**src/rtl/driver_sout_reader.sv**
```systemverilog
// Captures the 30 driver SOUT lines during a readback shift, undoes the board pin permutation
// and streams one WORD_W-bit word per logical driver. Build option: DRV_SOUT_PARITY_EN adds rd_parity.
module driver_sout_reader #(
  parameter int WORD_W = 48,
  parameter int N_DRV  = 30
) (
  input  logic              clk_33,
  input  logic              rst,
  input  logic              start,
  input  logic              sample,
  input  logic [N_DRV-1:0]  drv_sout,
  output logic              busy,
  output logic [WORD_W-1:0] rd_data,
  output logic [4:0]        rd_idx,
  output logic              rd_valid,
  input  logic              rd_ready,
  output logic              rd_parity,
  output logic              done,
  output logic              overrun
);

  localparam int CNT_W = $clog2(WORD_W + 1);
  localparam logic [CNT_W-1:0] LAST_BIT = CNT_W'(WORD_W - 1);
  localparam logic [4:0]       LAST_IDX = 5'(N_DRV - 1);

  // Logical driver L is wired to physical SOUT lane PERM[L].
  localparam int PERM [30] = '{4, 27, 1, 29, 6, 20, 7, 16, 13, 15,
                               0, 26, 3, 25, 11, 22, 5, 18, 14, 19,
                               9, 21, 2, 23, 8, 28, 12, 17, 10, 24};

  typedef enum logic [1:0] {IDLE, CAPTURE, DRAIN} state_e;

  state_e                         state_q;
  logic [CNT_W-1:0]               cnt_q;
  logic [N_DRV-1:0][WORD_W-1:0]   words_q, words_d;
  logic [WORD_W-1:0]              rd_data_q, rd_data_d;
  logic [4:0]                     rd_idx_q, idx_nxt;
  logic                           rd_valid_q, busy_q, done_q, overrun_q;

  assign idx_nxt = rd_idx_q + 5'd1;

  always_comb begin
    for (int l = 0; l < N_DRV; l++)
      words_d[l] = {words_q[l][WORD_W-2:0], drv_sout[PERM[l]]};
  end

  // Next rd_data value; kept separate so the parity register can track it exactly.
  always_comb begin
    rd_data_d = rd_data_q;
    if (state_q == CAPTURE && sample && cnt_q == LAST_BIT)
      rd_data_d = words_d[0];
    else if (state_q == DRAIN && rd_ready && rd_idx_q != LAST_IDX)
      rd_data_d = words_q[idx_nxt];
  end

  always_ff @(posedge clk_33) begin
    if (rst) begin
      state_q    <= IDLE;
      cnt_q      <= '0;
      words_q    <= '0;
      rd_data_q  <= '0;
      rd_idx_q   <= '0;
      rd_valid_q <= 1'b0;
      busy_q     <= 1'b0;
      done_q     <= 1'b0;
      overrun_q  <= 1'b0;
    end else begin
      done_q    <= 1'b0;
      rd_data_q <= rd_data_d;
      if (start && state_q != IDLE) overrun_q <= 1'b1;
      case (state_q)
        IDLE: begin
          if (start) begin
            state_q <= CAPTURE;
            cnt_q   <= '0;
            busy_q  <= 1'b1;
          end
        end
        CAPTURE: begin
          if (sample) begin
            words_q <= words_d;
            cnt_q   <= cnt_q + 1'b1;
            if (cnt_q == LAST_BIT) begin
              state_q    <= DRAIN;
              rd_valid_q <= 1'b1;
              rd_idx_q   <= '0;
            end
          end
        end
        DRAIN: begin
          if (rd_ready) begin
            if (rd_idx_q == LAST_IDX) begin
              state_q    <= IDLE;
              rd_valid_q <= 1'b0;
              rd_idx_q   <= '0;
              busy_q     <= 1'b0;
              done_q     <= 1'b1;
            end else begin
              rd_idx_q <= idx_nxt;
            end
          end
        end
        default: state_q <= IDLE;
      endcase
    end
  end

`ifdef DRV_SOUT_PARITY_EN
  logic rd_parity_q;
  always_ff @(posedge clk_33) begin
    if (rst) rd_parity_q <= 1'b0;
    else     rd_parity_q <= ^rd_data_d;
  end
  assign rd_parity = rd_parity_q;
`else
  assign rd_parity = 1'b0;
`endif

  assign busy     = busy_q;
  assign rd_data  = rd_data_q;
  assign rd_idx   = rd_idx_q;
  assign rd_valid = rd_valid_q;
  assign done     = done_q;
  assign overrun  = overrun_q;

endmodule

```
**config.mk**
```make
export PLATFORM = sky130hd
export DESIGN_NAME = driver_sout_reader
export DESIGN_NICKNAME = d
export VERILOG_FILES = /design/src/rtl/driver_sout_reader.sv
export SDC_FILE = /design/constraint.sdc
export NUM_CORES = 2
export LEC_CHECK = 0
export ABC_AREA = 1
export BUFFER_PORTS_ARGS = -buffer_cell sky130_fd_sc_hd__buf_2
export CAP_MARGIN = 20
export CORE_UTILIZATION = 40
export DETAILED_ROUTE_END_ITERATION = 10
export SETUP_SLACK_MARGIN = 0.15
export SYNTH_ARGS = -nofsm -noshare
export SYNTH_HDL_FRONTEND = slang
export SYNTH_SLANG_ARGS = --single-unit
```
**constraint.sdc**
```tcl
create_clock -name clk_33 -period 4.8 [get_ports clk_33]
set_input_delay 0.24 -clock clk_33 [delete_from_list [all_inputs] [get_ports clk_33]]
set_output_delay 0.24 -clock clk_33 [all_outputs]
set_load 0.02 [all_outputs]
```
**Word level (Yosys, flattened, before mapping)**

Index checks and enable logic that the tools add are counted.
W data, S select, Z words.

- Flip-flop bits (word level): 1505
- Bits of input ports: 35
- Output and inout bits: 58

- Add/sub/neg operators: 2
- Magnitude comparators: 1
- Equal/unequal tests: 10
- Mux-type cells: 26
- Bitwise logic cells: 2
- Reduce and logical (&&, ||, !) cells: 18

Operators by type and width:

| operator | number |
|---|---|
| $bmux W48 S5 | 1 |
| $mux W48 | 3 |
| $mux W5 | 4 |
| $mux W6 | 2 |
| $pmux W6 S2 | 1 |
| $mux W2 | 5 |
| $pmux W5 S2 | 1 |
| $reduce_and A5 Y1 | 2 |
| $reduce_bool A2 Y1 | 5 |
| $reduce_and A4 Y1 | 2 |
| $add A6 B1 Y6 const B | 1 |
| $eq A6 B6 Y1 const B | 1 |
| $lt A5 B6 Y1 const B | 1 |
| $mux W1 | 6 |
| $ne A2 B2 Y1 const B | 3 |
| $pmux W2 S3 | 1 |
| $add A5 B1 Y5 const B | 1 |
| $eq A5 B5 Y1 const B | 1 |
| $logic_and A1 B1 Y1 | 5 |
| $ne A5 B5 Y1 const B | 1 |
| $ne A2 B1 Y1 const B | 2 |
| $pmux W1 S2 | 2 |
| $reduce_and A3 Y1 | 1 |
| $reduce_or A3 Y1 | 1 |
| 5 further kinds | 6 |

**Depth between registers and ports, before layout**

- Depth in word-level cells: 5
- Gate-level depth with buffers: 16

**Worst setup path after synthesis**

OpenSTA, ideal clock, no wires.

- Path type: reg2reg
- From: register rd_idx_q[1] (netlist: rd_idx[1])
- To: register rd_data_q[17] (netlist: rd_data[17])
- Library setup time: 0.132 ns
- Arrival: 1.986 ns
- Required time: 4.668 ns
- Slack: 2.682 ns
- Cell stages (with the launch flop): 15
- Period minus slack after synthesis: 2.118 ns
- Cell sequence: dfxtp_1 > inv_1 > ha_1 > buf_4 > buf_2 > clkbuf_1 > nand2_1 > nand3_1 > nand2_1 > nand2_1 > o21ai_0 > nand2_1 > nand3_1 > nand3_1 > a21oi_1

- Longest elaborated chain between the ends: 5

RTL lines:

| what | line | text |
|---|---|---|
| from (decl) | 37 | `logic [4:0] rd_idx_q, idx_nxt;` |
| from (signal assigned) | 99 | `rd_idx_q <= idx_nxt;` |
| $add A5 B1 Y5 | 40 | `assign idx_nxt = rd_idx_q + 5'd1;` |
| $bmux W48 S5 | 53 | `rd_data_d = words_q[idx_nxt];` |
| $mux W48 (implied by the code) | 53 |  |
| $mux W48 | 52 | `else if (state_q == DRAIN && rd_ready && rd_idx_q != LAST_IDX)` |
| $mux W48 | 50 | `if (state_q == CAPTURE && sample && cnt_q == LAST_BIT)` |
| to (signal assigned) | 69 | `rd_data_q <= rd_data_d;` |
| to (decl) | 36 | `logic [WORD_W-1:0] rd_data_q, rd_data_d;` |

Parallel ways exist; a longest one is shown, timed or not. The select of a mux whose other input is x is not followed.
A chain may end at the register's enable or synchronous reset.

**Final worst setup path**

- From: register state_q[0]
- To: register words_q, in the netlist words_d[1017]

- Longest elaborated chain between the ends: 2

RTL lines:

| what | line | text |
|---|---|---|
| from (decl) | 33 | `state_e state_q;` |
| from (signal assigned) | 58 | `state_q <= IDLE;` |
| from (signal assigned) | 74 | `state_q <= CAPTURE;` |
| from (signal assigned) | 84 | `state_q <= DRAIN;` |
| $eq A2 B1 Y1 | 71 | `case (state_q)` |
| $reduce_and A2 Y1 (no line) | n/a |  |
| to (signal assigned) | 81 | `words_q <= words_d;` |
| to (decl) | 35 | `logic [N_DRV-1:0][WORD_W-1:0] words_q, words_d;` |

Every way passes these cells.

==> key figures <==
Finish
  • Layout Area Growth over Synthesis: 10.43%
  • Share of layout cells above drive strength 1: 5.026%
  • Commonest non-fill, non-tap cell in the layout: nand2_1
  • Most frequent cells in the layout: nand2_1 (1846), dfxtp_1 (1504), a21oi_1 (1503)
  • Final net count: 9099

Drt
  • Pre-antenna DRT Iters: 8
  • Vias per cell: 5.397
  • Antenna Nets Post-Route: 0
  • Drt drc: 24
  • Via count: 61430
  • Total routed wirelength: 199.5 mm
  • WL/cell: between 15 and 20 um
  • Starting DRT DRC Count: roughly 5500

GRT
  • Largest net degree at the start of global routing: 273
  • GRT Total Usage: roughly 23%
  • Grt ovf: 0
  • Vias in the first global route: 58300
  • Initial antenna violation count: 5
  • Global-route wire length before repair: 317.4 mm

Clock network
  • Clock Path Buffers: 3
  • Root buf cell: clkbuf_16
  • H-tree level count: 4
  • CTS clk-pin slew, worst paths: 0.06 ns
  • Num CTS Buffers: about 160
  • CTS sink cnt: approximately 1500
  • Post-CTS Resized: 0
  • Clock latency on the worst-skew pair: 0.80 ns
  • CTS tree: yes

Floorplan
  • Initial core utilization: roughly 40%
  • Die Y: 409.6 um
  • Ports: 93
  • Die W: 409.6 um
  • FP Rows: 149
  • Die ar.: between 150000 and 200000 sq um
  • Core box area: 165000 sq um

Synthesis
  • Synth warn: 0
  • Post-synthesis mux area share: 0%
  • Xor/xnor share of the synthesized area: 0.09978%
  • Distinct cells, synth: 31
  • Adder-Cell Fraction of Synth Area: 0.05648%
  • Sequential area share after synthesis: 45.33%
  • Yosys reg bits: ~1500
  • Mapped Avg Cell Area: 6.997 sq um
  • Syn nets: 9536
  • Synth Area in Compound Gates: 24.47%
  • Main combinational cell family by area after synthesis: compound AO/OA/AOI/OAI gates
  • Post-Syn Area: roughly 66000 sq um
  • Post-Synth Simple-Gate Area: 18.34%
  • Syn Inst Count: around 9500

Hold path
  • Hold Path Class: in -> reg
  • Hold Path Depth: 3
  • Hold Startpoint: drv_sout[2]
  • Worst hold endpoint: words_d[1057]

Critical path
  • Startpoint class of the critical path: register
  • Setup slack, reg-to-reg: 1.59 ns
  • Arrival @ worst endpoint: 3.91 ns
  • RR Endpoint: words_d[1017]
  • FF-to-FF path depth: 8
  • CP Class: reg -> reg
  • Max FO, Critical Path: 175
  • CP Capture Type: register
  • Critical R2R Launch: state_q[0]
  • Required @ worst endpoint: 5.50 ns

STA
  • Relative slew slack: 23.46%
  • Measured slew at the worst slew-check pin: between 1 and 1.5 ns
  • PnR worst setup slack: 1.592 ns
  • Fin crit share: between 60% and 70%
  • Worst Skew: between 0.02 and 0.03 ns
  • Final Max Slew Viols: 0
  • Crit path time final: approximately 3.2 ns
  • Final Hold Fails: 0
  • RSZ-0062 raised after global routing: false
  • Fmax: about 0.31 GHz
  • Post-route setup TNS: 0 ns
  • Setup-failing EPs final: 0

Power and ir drop
  • Worst ir drop on vdd: 1022 uV
  • Sequential share of power: between 30% and 40%
  • Net Sw Power: about 16 mW
  • Int Power: 26.68 mW
  • Combinational group share of total power: 32.5%
  • Sw frac: 38.17%
  • Clock network power share: 30.3%
  • Pwr/cell area: between 500 and 600 nW/um^2
  • Leakage power: 27.49 nW

Placed design
  • Post-DP HPWL: 114.1 mm
  • DP Worst Slack: 1.628 ns
  • PortBufs: 91
  • Routability cong.: around 0.8

Outcome
  • Violated checks: DRC
  • Outcome: finished, violations left

Run
  • Max-Cap Viols: 0
[cell usage after synthesis (all sizes together)]
| master | n | area share [%] |
|---|---|---|
| or2 | 1 | 0.0094 |
| nor3 | 8 | 0.060 |
| o22ai | 1 | 0.0094 |
| o211ai | 252 | 2.8 |
| nor3b | 1 | 0.011 |
| nand3b | 1 | 0.011 |
| a21oi | 1503 | 11 |
| conb | 1 | 0.0056 |
| dfxtp | 1505 | 45 |
| xnor2 | 1 | 0.013 |
| a211oi | 3 | 0.034 |
| inv | 1167 | 6.6 |
| nand4 | 1 | 0.0094 |
| nand3 | 1024 | 7.7 |
| o21ai | 1310 | 9.9 |
| clkbuf | 546 | 3.1 |
| ha | 3 | 0.056 |
| a21boi | 35 | 0.40 |
| clkinv | 2 | 0.011 |
| and3 | 3 | 0.028 |
| buf | 269 | 2.0 |
| xor2 | 4 | 0.087 |
| nand2 | 1850 | 10 |
| nor2 | 7 | 0.040 |
[worst max-delay path by stage]
stage / start / endpoint / slack [ns] / cells past startpoint
after floorplan: rd_idx[1] / rd_data[17] / 2.68 / 14
after detailed placement: state_q[0] / words_d[1017] / 1.63 / 8
after global placement: state_q[0] / words_d[918] / 1.63 / 8
after CTS: state_q[0] / words_d[1017] / 1.58 / 8
final: state_q[0] / words_d[1017] / 1.59 / 8
after global routing: state_q[0] / words_d[822] / 1.26 / 8
[critical path: stages (launching register included)]
cell and delay, ns:
dfxtp_1 0.39, inv_1 0.06, nor2_1 0.19, nand2_4 0.40
inv_8 0.30, buf_12 0.59, buf_4 0.71, o21ai_0 0.17
a21oi_1 0.17
[logic make-up after synthesis]
family                     after synthesis
and+or+nand+nor                       2896
adders and majority gates                3
DFF                                   1505
buffers and inverters                 1984
other                                    1
AOI/OAI and AO/OA                     3104
xor gates and xnor gates                 5
[state kept, by name (all words and copies together) (netlist names), 2 cells and up]
register	flops
words_d	1410
rd_data	48
words_q	30
cnt_q	6
rd_idx	5
state_q	2
[power by group through the flow]
stage          registers (mW)  logic (mW)  clock network (mW)
6_report                 16.1        14.0                13.1
5_1_grt                  16.3        15.8                13.8
4_1_cts                  16.0        14.0                13.3
3_5_place_dp             16.3        13.9                   0
3_3_place_gp             16.2        13.8                   0
2_1_floorplan            15.9        10.4                   0
[area by class of cell]
cell class	instances	area (sq um)
well taps	2189	2739
clock inverters	53	624.3
fillers	16930	91600
flip-flops and latches	1505	30130
multi-input cells	6009	28650
clock buffers	244	4954
diodes	1	2.502
inverters	1169	4422
repair buffers	213	1872
[repair_timing]
action,CTS,global route
hold endpoints to repair,87,0
endpoints found under the setup margin,0,0
hold buffers,34,0
buffers inserted,0,0
[metal layers]
layer | wire length, um | track usage (%) | share of wire, %
met1 | 90790 | 31.17 | 46
met3 | 11100 | 3.172 | 5.6
met4 | 4293 | 6.414 | 2.2
met2 | 93290 | 38.04 | 47
met5 | 27 | 0 | 0.014
[stage by stage]
stage                     power, mW  instances  hold slack, ns  cell area, sq um  utilization (%)
after floorplan               26.23       9498          0.3838             66460                -
after global placement        30.01      11050          0.4410             67440            40.88
after detailed placement      30.17      11050          0.4426             67450            40.88
after CTS                     43.30      11380         0.02697             73360            44.47
after global routing          45.87      11380         0.02288             73390            44.48
final                         43.15      11380         0.06668             73390            44.48
Note: power is estimated with default switching activity, not from simulation.
